===== src/rtl/mux4_rr_sequencer.sv =====
// mux4_rr_sequencer: round-robin select sequencer driving a 4->1 mux select with a fixed dwell window
//
// Ports:
//   clk   - system clock, all state updates on the rising edge
//   rst_n - asynchronous active-low reset
//   en    - enable; low pauses arbitration and the dwell countdown
//   req   - per-input request; req[i] asks for sel=i and is held until ack[i]
//   sel   - registered mux select
//   valid - registered; high while sel is stable on a granted input
//   ack   - registered one-hot, one-cycle pulse ending a grant
//   busy  - high whenever the sequencer is not idle
module mux4_rr_sequencer #(
    parameter int HOLD = 4
) (
    input  logic       clk,
    input  logic       rst_n,
    input  logic       en,
    input  logic [3:0] req,
    output logic [1:0] sel,
    output logic       valid,
    output logic [3:0] ack,
    output logic       busy
);
    localparam int CNT_W = (HOLD > 1) ? $clog2(HOLD) : 1;

    typedef enum logic [1:0] {IDLE, DWELL, RELEASE} state_t;

    state_t           state, state_n;
    logic [CNT_W-1:0] cnt, cnt_n;
    logic [1:0]       ptr, ptr_n;
    logic [1:0]       sel_n;
    logic             valid_n;
    logic [3:0]       ack_n;
    logic [1:0]       g;
    logic [1:0]       c;

    // Walk from the lowest priority candidate (ptr itself) up to ptr+1 so
    // that the last hit, i.e. the nearest index after ptr, wins.
    always_comb begin
        g = ptr;
        c = ptr;
        for (int i = 4; i >= 1; i--) begin
            c = ptr + 2'(i);
            if (req[c]) g = c;
        end
    end

    // While a grant is active sel already holds the winner, so the release
    // decision uses sel rather than re-arbitrating on a changing req.
    always_comb begin
        state_n = state;
        cnt_n   = cnt;
        ptr_n   = ptr;
        sel_n   = sel;
        valid_n = valid;
        ack_n   = 4'b0000;
        case (state)
            IDLE: begin
                valid_n = 1'b0;
                if (en && |req) begin
                    sel_n   = g;
                    valid_n = 1'b1;
                    cnt_n   = CNT_W'(HOLD - 1);
                    state_n = DWELL;
                end
            end
            DWELL: begin
                if (en) begin
                    if (cnt != '0) begin
                        cnt_n = cnt - 1'b1;
                    end else begin
                        valid_n = 1'b0;
                        ack_n   = 4'(4'b0001 << sel);
                        ptr_n   = sel;
                        state_n = RELEASE;
                    end
                end
            end
            RELEASE: begin
                valid_n = 1'b0;
                state_n = IDLE;
            end
            default: begin
                valid_n = 1'b0;
                state_n = IDLE;
            end
        endcase
    end

    always_ff @(posedge clk or negedge rst_n) begin
        if (!rst_n) begin
            state <= IDLE;
            cnt   <= '0;
            ptr   <= 2'b11;
            sel   <= 2'b00;
            valid <= 1'b0;
            ack   <= 4'b0000;
        end else begin
            state <= state_n;
            cnt   <= cnt_n;
            ptr   <= ptr_n;
            sel   <= sel_n;
            valid <= valid_n;
            ack   <= ack_n;
        end
    end

    assign busy = (state != IDLE);

endmodule


===== config.mk =====
export PLATFORM = sky130hd
export DESIGN_NAME = mux4_rr_sequencer
export DESIGN_NICKNAME = d
export VERILOG_FILES = /design/src/rtl/mux4_rr_sequencer.sv
export SDC_FILE = /design/constraint.sdc
export NUM_CORES = 1
export LEC_CHECK = 0
export CORE_AREA = 2 2 39 41
export CTS_CLUSTER_SIZE = 8
export DETAILED_ROUTE_END_ITERATION = 16
export DIE_AREA = 0 0 41 43
export GPL_TIMING_DRIVEN = 0
export PLACE_DENSITY = 0.77
export SLEW_MARGIN = 20
export SYNTH_ARGS = -nofsm -noshare
export SYNTH_HDL_FRONTEND = slang
export SYNTH_SLANG_ARGS = --single-unit

===== constraint.sdc =====
create_clock -name clk -period 2.6 [get_ports clk]
set_clock_uncertainty 0.05 [all_clocks]
set_input_delay 0.26 -clock clk [delete_from_list [all_inputs] [get_ports clk]]
set_output_delay 0.26 -clock clk [all_outputs]
set_load 0.05 [all_outputs]

==> metrics.md, run 1 <==
| Metric | Value |
|---|---|
| Total Wirelength | `~1200 um` |
| Syn. warnings | `0` |
| Largest family of logic cells by synthesized area | `simple AND/OR/NAND/NOR gates` |
| Initial Utilization | `0.458` |
| Die W | `roughly 41 um` |
| Fraction of layout cells with a size suffix above 1 | `0.165` |
| CTS buffer count | `3` |
| Post-Synth XOR/XNOR Area | `0` |
| Initial antenna violation count | `0` |
| CTS tree | `done` |
| Syn Inst Count | `61` |
| Longest Clk Path Bufs | `2` |
| Post-synth cell types | `31` |
| Top FF cell, synth | `dfrtp_1` |
| DP Wirelength | `~840 um` |
| Post CTS Setup Buffer Count | `0` |
| Die Height | `43 um` |
| Setup TNS | `0 ns` |
| Post-cts hold buffer count | `0` |
| Register area | `approximately 330 sq um` |
| Ys async rst share | `1.00` |
| Seq/Total Area, Yosys | `0.518` |
| EDFF count, synth | `0` |
| Clock Latency Late Sink | `0.28 ns` |
| Worst min path class | `in2async` |
| Area of the multi-input gates | `between 200 and 300 sq um` |
| First-pass GRT wire length | `around 1800 um` |
| Post-synthesis mux area share | `0.0494` |
| Crit Path Class | `reg2out` |
| Post-route DRC | `0` |
| Core area | `between 0.001 and 0.0015 sq mm` |
| IO Port Bufs | `14` |
| Leakage power | `0.363 nW` |
| Adder-Cell Fraction of Synth Area | `0.0198` |
| Routed vias | `just over 500` |
| Largest net degree at the start of global routing | `14` |
| Critical path fanouts, max | `7` |
| Total die area | `approximately 0.0018 sq mm` |
| RePlAce Congestion | `0.748` |
| Max-cap violations | `0` |
| Overall Global Routing Usage | `0.164` |
| Setup-failing EPs final | `0` |
| Outcome | `completed` |
| Mapped Area | `633 sq um` |
| Simple-gate area share of the yosys netlist | `0.221` |
| Max-slew violations | `0` |
| Total global routing overflow | `0` |
| Worst Setup Start Kind | `register` |
| CTS root buf | `clkbuf_4` |
| Top-level port count | `15` |
| Fin crit share | `0.788` |
| Vias/cell | `roughly 5.3` |
| Depth of the CTS H-tree | `1` |
| Clk sink count | `13` |
| RSZ-0062 raised after global routing | `false` |
| Min Tclk post-route | `roughly 2 ns` |
| Cell Rows | `14` |
| Peak VDD IR | `607 uV` |
| Final cell count without fillers | `95` |
| Ant. Diodes | `0` |
| Clock transition at path regs | `0.08 ns` |
| Max Freq | `~500 MHz` |
| Post-CTS sizing | `0` |
| Final core occ | `0.593` |
| Placed cells | `91` |
| Worst-Margin Slew | `0.558 ns` |
| Syn_area_per_cell | `10.4 sq um` |
| Most numerous cell in the Yosys netlist | `dfrtp_1` |
| Syn Nets | `69` |
| Post-synth top area cell | `dfrtp_1` |
| Crit path required time | `~2.3 ns` |
| Number of global-route vias before repair | `427` |
| CP arrival | `between 1.5 and 2 ns` |
| Synth top area share | `0.435` |
| CP endpoint kind | `output port` |
| Initial DRC Count | `7` |
| Final hold vios | `0` |
| Top cells by area, synth | `dfrtp_1, dfstp_2, nand2_1, nor3b_1, mux2i_1` |
| Fillers | `134` |
| Max-slew headroom | `0.627` |
| Detail Route Antenna Nets | `0` |
| Pwr dens | `around 1100 mW/mm^2` |
| Complex-gate fraction of the synthesized area | `0.148` |
| Seq cells post-synth | `13` |
| Avg WL per Cell | `12.2 um` |
| Pre-Repair DR Iteration Count | `4` |
| Layout Area Growth over Synthesis | `29.6%` |
| Final net count | `88` |
| Post-synth top cells | `dfrtp_1, nand2_1, inv_1` |
==> power by group <==
group | internal (mW) | switching (mW) | leakage [nW]
sequential | 0.281 | 0.0687 | 0.159
clock | 0.0572 | 0.0691 | 0.0177
combinational | 0.190 | 0.251 | 0.186
total | 0.528 | 0.389 | 0.363
==> state kept, by name (all words and copies together), names as in the netlist <==
register and cells:
state 2, ack 4, ptr 2, cnt 2, valid 1, sel 2
==> final cells by class <==
type                            count  area share
Tap cell                           16      0.0244
Buffer                              2      0.0107
Clock buffer                        3      0.0274
Timing Repair Buffer               14       0.171
Clock inverter                      1     0.00610
Sequential cell                    13       0.399
Inverter                            5      0.0229
Multi-Input combinational cell     41       0.338
==> metrics by stage <==
step | setup WS, ns | instance area [sq um] | total power [mW] | hold slack (ns)
detailed placement | 0.534 | 793 | 0.794 | 0.480
global placement | 0.548 | 793 | 0.781 | 0.472
finish | 0.551 | 821 | 0.917 | 0.282
CTS | 0.547 | 821 | 0.925 | 0.294
global route | 0.506 | 821 | 0.985 | 0.312
floorplan | 1.06 | 633 | 0.663 | -0.0856
==> critical path, cell delays in order (launching register included) <==
cell and delay [ns]:
dfrtp_1 0.45, or2_2 0.31, clkdlybuf4s50_1 0.70
==> per-layer routing <==
metal,up-vias,part of all wire,track usage
met1,231,0.43,0.189
met4,0,0.032,0.120
met2,14,0.50,0.244
li1,257,-,-
met5,-,0,0
met3,6,0.042,0.0471
==> cells by family (layout without fill, tap and decap cells) <==
family	after synthesis	in the layout
flip-flops	13	13
AND/OR/NAND/NOR	24	24
buffers and inverters	7	25
adder cells (fa/ha/maj)	1	1
AO/OA/AOI/OAI	13	13
multiplexers	3	3
==> worst paths after layout <==
| kind | slack (ns) | to | depth (start not counted) | start |
|---|---|---|---|---|
| hold / removal | 0.28 | state[1] | 1 | rst_n |
| max in group asynchronous | 1.85 | ptr[0] | 1 | rst_n |
| min in group clk | 0.49 | ack[2] | 1 | sel[0] |
| hold reg to reg | 0.49 | ack[2] | 1 | sel[0] |
| setup reg to reg | 1.07 | sel[0] | 4 | ptr[1] |
| setup / recovery | 0.55 | busy | 2 | state[1] |
==> placed cells by master, fill, tap and decap left out, drive strengths merged, types with 2 or more instances in the layout <==
cell	n
inv	5
dfrtp	11
a21oi	3
nand2	7
dfstp	2
and3	2
nor3	2
clkdlybuf4s50	14
nor2	2
mux2i	2
nor3b	3
clkbuf	4
a31oi	3
No activity file was read; power rests on OpenSTA's default activity.
==> run 2, diff against run 1 <==
--- a/config.mk
+++ b/config.mk
@@ -5,12 +5,12 @@
 export SDC_FILE = /design/constraint.sdc
 export NUM_CORES = 1
 export LEC_CHECK = 0
-export CORE_AREA = 2 2 39 41
+export CORE_MARGIN = 2
+export CORE_UTILIZATION = 42
 export CTS_CLUSTER_SIZE = 8
 export DETAILED_ROUTE_END_ITERATION = 16
-export DIE_AREA = 0 0 41 43
 export GPL_TIMING_DRIVEN = 0
-export PLACE_DENSITY = 0.77
+export PLACE_DENSITY = 0.72
 export SLEW_MARGIN = 20
 export SYNTH_ARGS = -nofsm -noshare
 export SYNTH_HDL_FRONTEND = slang
==> constraint.sdc (replaced) <==
create_clock -name clk -period 1.8 [get_ports clk]
set_clock_uncertainty 0.05 [all_clocks]
set_input_delay 0.18 -clock clk [delete_from_list [all_inputs] [get_ports clk]]
set_output_delay 0.18 -clock clk [all_outputs]
set_load 0.05 [all_outputs]
==> run 2 against run 1 <==
Net effect:
- hold slack got worse by 0.066 ns
- first-iteration DRC count decreased by 43%
- global-route usage decreased by 1.1 points
- utilization decreased by 2.9 points
- flip-flop and latch count unchanged
- sequential power increased by 43%
- critical path depth increased by 3
- setup slack got worse by 0.43 ns
- wire length decreased by 1.7%
==> metrics.md, run 2 (synthesis gave the netlist of run 1 again) <==
| Metric | Value |
|---|---|
| Total power | `1.30 mW (+42%)` |
| Max-slew violations | `0 (unchanged)` |
| RePlAce Congestion | `0.729 (-2.5%)` |
| Vias/cell | `5.22 (-2.4%)` |
| Fin crit share | `0.935` |
| Final net count | `88 (unchanged)` |
| Post-DP Area | `793 sq um (unchanged)` |
| Number of global-route vias before repair | `457 (+7.0%)` |
| CTS tree | `done` |
| Post CTS Setup Buffer Count | `0 (unchanged)` |
| Hold Slack | `0.215 ns (-0.0665 ns)` |
| Max Freq | `594 MHz` |
| Ant. Diodes | `0 (unchanged)` |
| CTS buffer count | `3 (unchanged)` |
| CP arrival | `1.80 ns (+0.06 ns)` |
| Outcome | `completed` |
| Setup TNS | `0 ns (unchanged)` |
| Layout Area Growth over Synthesis | `29.4%` |
| Setup-failing EPs final | `0 (unchanged)` |
| Crit Path Class | `in2reg` |
| CP startpoint | `req[1]` |
| Crit path required time | `1.92 ns (-0.37 ns)` |
| Critical path fanouts, max | `6 (-1)` |
| Post-route DRC | `0 (unchanged)` |
| Die W | `42.8 um (+4.5%)` |
| Peak VDD IR | `757 uV (+25%)` |
| Detail Route Antenna Nets | `0 (unchanged)` |
| Total Wirelength | `1140 um (-1.7%)` |
| Worst-Margin Slew | `0.568 ns (+0.00977 ns)` |
| Core area | `0.00145 sq mm (+5.1%)` |
| Depth of the CTS H-tree | `1 (unchanged)` |
| Max-slew headroom | `0.620 (-0.00653)` |
| Clock transition at path regs | `0.08 ns (about the same)` |
| Longest Clk Path Bufs | `2 (unchanged)` |
| Total die area | `0.00183 sq mm (+4.0%)` |
| Register area | `328 sq um (unchanged)` |
| Die Height | `42.8 um (-0.41%)` |
| Pwr dens | `1590 mW/mm^2 (+42%)` |
| Clock Latency Late Sink | `0.27 ns (about the same)` |
| Leakage power | `0.372 nW (+2.4%)` |
| Initial antenna violation count | `0 (unchanged)` |
| Overall Global Routing Usage | `0.153 (-0.0114)` |
| Final hold vios | `0 (unchanged)` |
| Fraction of layout cells with a size suffix above 1 | `0.152 (-0.0127)` |
| Initial Utilization | `0.435 (-0.0220)` |
| DP Wirelength | `848 um (+0.58%)` |
| Worst min path class | `in2async` |
| Biggest register | `ack` |
| Reg2reg path depth | `4 (unchanged)` |
| Fillers | `127 (-5.2%)` |
| Cell Rows | `14 (unchanged)` |
| Worst Setup Start Kind | `input pin` |
| Max reg flops | `4 (unchanged)` |
| Top-level port count | `15 (unchanged)` |
| First-pass GRT wire length | `2060 um (+15%)` |
| CP endpoint kind | `register` |
| IO Port Bufs | `14 (unchanged)` |
| Reg2reg start | `ptr[1]` |
| Pre-Repair DR Iteration Count | `3 (-1)` |
| Routed vias | `496 (-2.4%)` |
| FF-to-FF End | `sel[0]` |
| Commonest non-fill, non-tap cells in the layout | `dfrtp_1, clkdlybuf4s50_1, nand2_1` |
| Total global routing overflow | `0 (unchanged)` |
| Clk sink count | `13 (unchanged)` |
| Avg WL per Cell | `12.0 um (-1.7%)` |
| Area of the multi-input gates | `278 sq um (unchanged)` |
| Max-cap violations | `0 (unchanged)` |
| Min Tclk post-route | `~1.7 ns` |
| CTS root buf | `clkbuf_4` |
| Largest net degree at the start of global routing | `14 (unchanged)` |
| Final instance area | `820 sq um (-0.15%)` |
| Initial DRC Count | `4 (-3)` |
| RSZ-0062 raised after global routing | `false` |
| Setup slack, reg-to-reg | `0.26 ns (-0.81 ns)` |
==> run 2: repair_timing <==
action                                  CTS  global route
hold buffers                              0             0
resized for setup                         2             1
endpoints found under the setup margin    2             1
==> run 2: cell type report <==
cell class | instances | share of cell area
plain buffers | 2 | 0.0107
flip-flops and latches | 13 | 0.400
clock buffers | 4 | 0.0321
repair buffers | 14 | 0.171
well taps | 16 | 0.0244
multi-input cells | 41 | 0.339
inverters | 5 | 0.0229
==> run 2: metal layers <==
layer,routed length (um),global-route usage,share of wire,vias to the layer above
met1,528,0.202,0.46,228
li1,-,-,-,256
met5,0,0,0,-
met3,31,0.0383,0.027,2
met4,15,0.0750,0.013,0
met2,561,0.230,0.49,10
==> run 2: worst max path at each step <==
stage	endpoint	cells past startpoint
after floorplan	cnt[0]	4
after global placement	cnt[0]	5
after detailed placement	cnt[0]	5
after CTS	sel[1]	1
after global routing	cnt[0]	5
final	cnt[0]	5
==> run 2: power breakdown <==
part / leakage [nW] / switching (mW) / internal, mW
clock: 0.0150 / 0.0949 / 0.0858
combinational: 0.198 / 0.361 / 0.259
sequential: 0.159 / 0.0942 / 0.406
==> run 2: worst max-delay path, stage by stage <==
cell,delay [ns]
clkdlybuf4s50_1,0.45
or4_1,0.52
buf_2,0.16
mux2_2,0.28
a31o_1,0.21
==> run 2: through the flow <==
stage               instances   util  setup WS (ns)
detailed placement         91  0.546         -0.172
finish                     95  0.564          0.117
floorplan                  61      -          0.336
global route               95  0.564         0.0717
CTS                        95  0.562         0.0204
global placement           91  0.546         -0.170
==> run 3, diff against run 2 <==
==> constraint.sdc (replaced) <==
create_clock -name clk -period 1.8 [get_ports clk]
set_clock_uncertainty 0.05 [all_clocks]
set_input_delay 0.18 -clock clk [delete_from_list [all_inputs] [get_ports clk]]
set_output_delay 0.18 -clock clk [all_outputs]
set_load 0.01 [all_outputs]
==> run 3 against run 2 <==
Net effect:
- first-iteration DRC count stayed put
- combinational power is 22% lower
- hold slack improved by 0.00090 ns
- critical endpoint is now busy
- largest power group is now registers
==> metrics.md, run 3 (synthesis gave the netlist of run 1 again) <==
| Metric | Value |
|---|---|
| Outcome | `completed` |
| RePlAce Congestion | `0.729 (unchanged)` |
| Total power | `1.17 mW (-10%)` |
| Max-slew headroom | `0.620 (about the same)` |
| Max-cap violations | `0 (unchanged)` |
| Leakage power | `0.360 nW (-3.1%)` |
| Setup slack, reg-to-reg | `0.26 ns (about the same)` |
| Commonest non-fill, non-tap cells in the layout | `clkdlybuf4s50_1, dfrtp_1, nand2_1` |
| DP Wirelength | `848 um (unchanged)` |
| Initial Utilization | `0.435 (unchanged)` |
| Critical path fanouts, max | `7 (+1)` |
| Worst Setup Start Kind | `register` |
| CP endpoint kind | `output port` |
| Final net count | `88 (unchanged)` |
| Core area | `0.00145 sq mm (unchanged)` |
| Min Tclk post-route | `1.72 ns (+0.0400 ns)` |
| Longest Clk Path Bufs | `2 (unchanged)` |
| Commonest non-fill, non-tap cell in the layout | `clkdlybuf4s50_1` |
| Layout Area Growth over Synthesis | `29.4% (unchanged)` |
| Post CTS Setup Buffer Count | `0 (unchanged)` |
| Fraction of layout cells with a size suffix above 1 | `0.152 (unchanged)` |
| Cell Rows | `14 (unchanged)` |
| Hold Slack | `0.216 ns (+0.000904 ns)` |
| Worst Setup EP | `busy` |
| CP startpoint | `state[1]` |
| Initial antenna violation count | `0 (unchanged)` |
| Clock Power Share | `0.154 (+0.015)` |
| Setup-failing EPs final | `0 (unchanged)` |
| Final hold vios | `0 (unchanged)` |
| Internal | `767 uW (+2.3%)` |
| Avg WL per Cell | `12.0 um (+0.35%)` |
| Peak VDD IR | `738 uV (-2.5%)` |
| FF-to-FF End | `sel[0]` |
| Final cell count without fillers | `95 (unchanged)` |
| Worst min path class | `in2async` |
| Sw Share | `0.342 (-0.0809)` |
| Max reg flops | `4 (unchanged)` |
| Largest net degree at the start of global routing | `14 (unchanged)` |
| Post-route DRC | `0 (unchanged)` |
| Total global routing overflow | `0 (unchanged)` |
| Register area | `328 sq um (unchanged)` |
| Clock Latency Late Sink | `0.27 ns (about the same)` |
| Crit Path Class | `reg2out` |
| Total die area | `0.00183 sq mm (unchanged)` |
| Depth of the CTS H-tree | `1 (unchanged)` |
| First-pass GRT wire length | `2050 um (-0.34%)` |
| RSZ-0062 raised after global routing | `false` |
| Fillers | `124 (-2.4%)` |
| Number of global-route vias before repair | `455 (-0.44%)` |
| Pre-Repair DR Iteration Count | `3 (unchanged)` |
| Overall Global Routing Usage | `0.152 (-0.000892)` |
| Flop pwr share | `0.430 (+0.046)` |
| Biggest register | `ack` |
| Post-cts hold buffer count | `0 (unchanged)` |
| Total Wirelength | `1140 um (+0.35%)` |
| Max-slew violations | `0 (unchanged)` |
| Vias/cell | `5.26 (+0.81%)` |
| Reg2reg path depth | `4 (unchanged)` |
| Area of the multi-input gates | `278 sq um (unchanged)` |
| Initial DRC Count | `4 (unchanged)` |
| Ant. Diodes | `0 (unchanged)` |
| Crit path required time | `1.57 ns (-0.35 ns)` |
| Max Freq | `581 MHz (-2.3%)` |
| Routed vias | `500 (+0.81%)` |
| Net switching power | `399 uW (-27%)` |
| Die W | `42.8 um (unchanged)` |
| CP arrival | `1.49 ns (-0.31 ns)` |
| Post-CTS sizing | `0 (-2)` |
| Pwr dens | `1420 mW/mm^2 (-10%)` |
| CTS root buf | `clkbuf_4` |
| Worst-Margin Slew | `0.568 ns (-0.0000311 ns)` |
| Top-level port count | `15 (unchanged)` |
| Placed cells | `91 (unchanged)` |
| Fin crit share | `0.957 (+0.0222)` |
| CTS buffer count | `3 (unchanged)` |
| Clock transition at path regs | `0.08 ns (about the same)` |
| Comb power frac | `0.415 (-0.062)` |
| IO Port Bufs | `14 (unchanged)` |
| Clk sink count | `13 (unchanged)` |
| Detail Route Antenna Nets | `0 (unchanged)` |
| Die Height | `42.8 um (unchanged)` |
| CTS tree | `done` |
| Reg2reg start | `ptr[1]` |
## run 3: how the worst min path moves through the flow
| stage | from | endpoint | slack, ns | cells after the start |
|---|---|---|---|---|
| after floorplan | rst_n | ack[0] | -0.17 | 0 |
| after global placement | cnt[1] | cnt[1] | 0.47 | 1 |
| after detailed placement | state[1] | state[0] | 0.46 | 1 |
| after CTS | rst_n | ack[2] | 0.24 | 1 |
| after global routing | rst_n | ack[2] | 0.27 | 1 |
| final | rst_n | ack[2] | 0.22 | 1 |
## run 3: final cells by class
cell class                      count  area share
Tap cell                           16      0.0244
Clock buffer                        4      0.0321
Timing Repair Buffer               14       0.171
Buffer                              2      0.0107
Sequential cell                    13       0.400
Multi-Input combinational cell     41       0.339
Inverter                            5      0.0229
## run 3: power by group through the flow
stage / sequential, mW / clock [mW] / combinational (mW)
3_5_place_dp: 0.510 / 0 / 0.483
6_report: 0.502 / 0.180 / 0.485
5_1_grt: 0.522 / 0.199 / 0.545
3_3_place_gp: 0.501 / 0 / 0.473
2_1_floorplan: 0.501 / 0 / 0.306
4_1_cts: 0.502 / 0.185 / 0.489
## run 3: routing by layer
layer,GRT usage,part of all wire
met3,0.0383,0.027
met4,0.0750,0.013
met5,0,0
met1,0.199,0.46
met2,0.230,0.50
## run 3: per-stage QoR
step	setup slack (ns)	TNS [ns]	util	instance area, sq um
floorplan	0.336	0	-	633
global placement	-0.170	-0.320	0.546	793
detailed placement	-0.172	-0.318	0.546	793
CTS	0.0748	0	0.564	820
global route	0.0279	0	0.564	820
finish	0.0775	0	0.564	820
## run 3: worst max-delay path, cell delays in order, from the launching register on
cell and delay, ns:
dfrtp_1 0.44, or2_2 0.31, clkdlybuf4s50_1 0.47
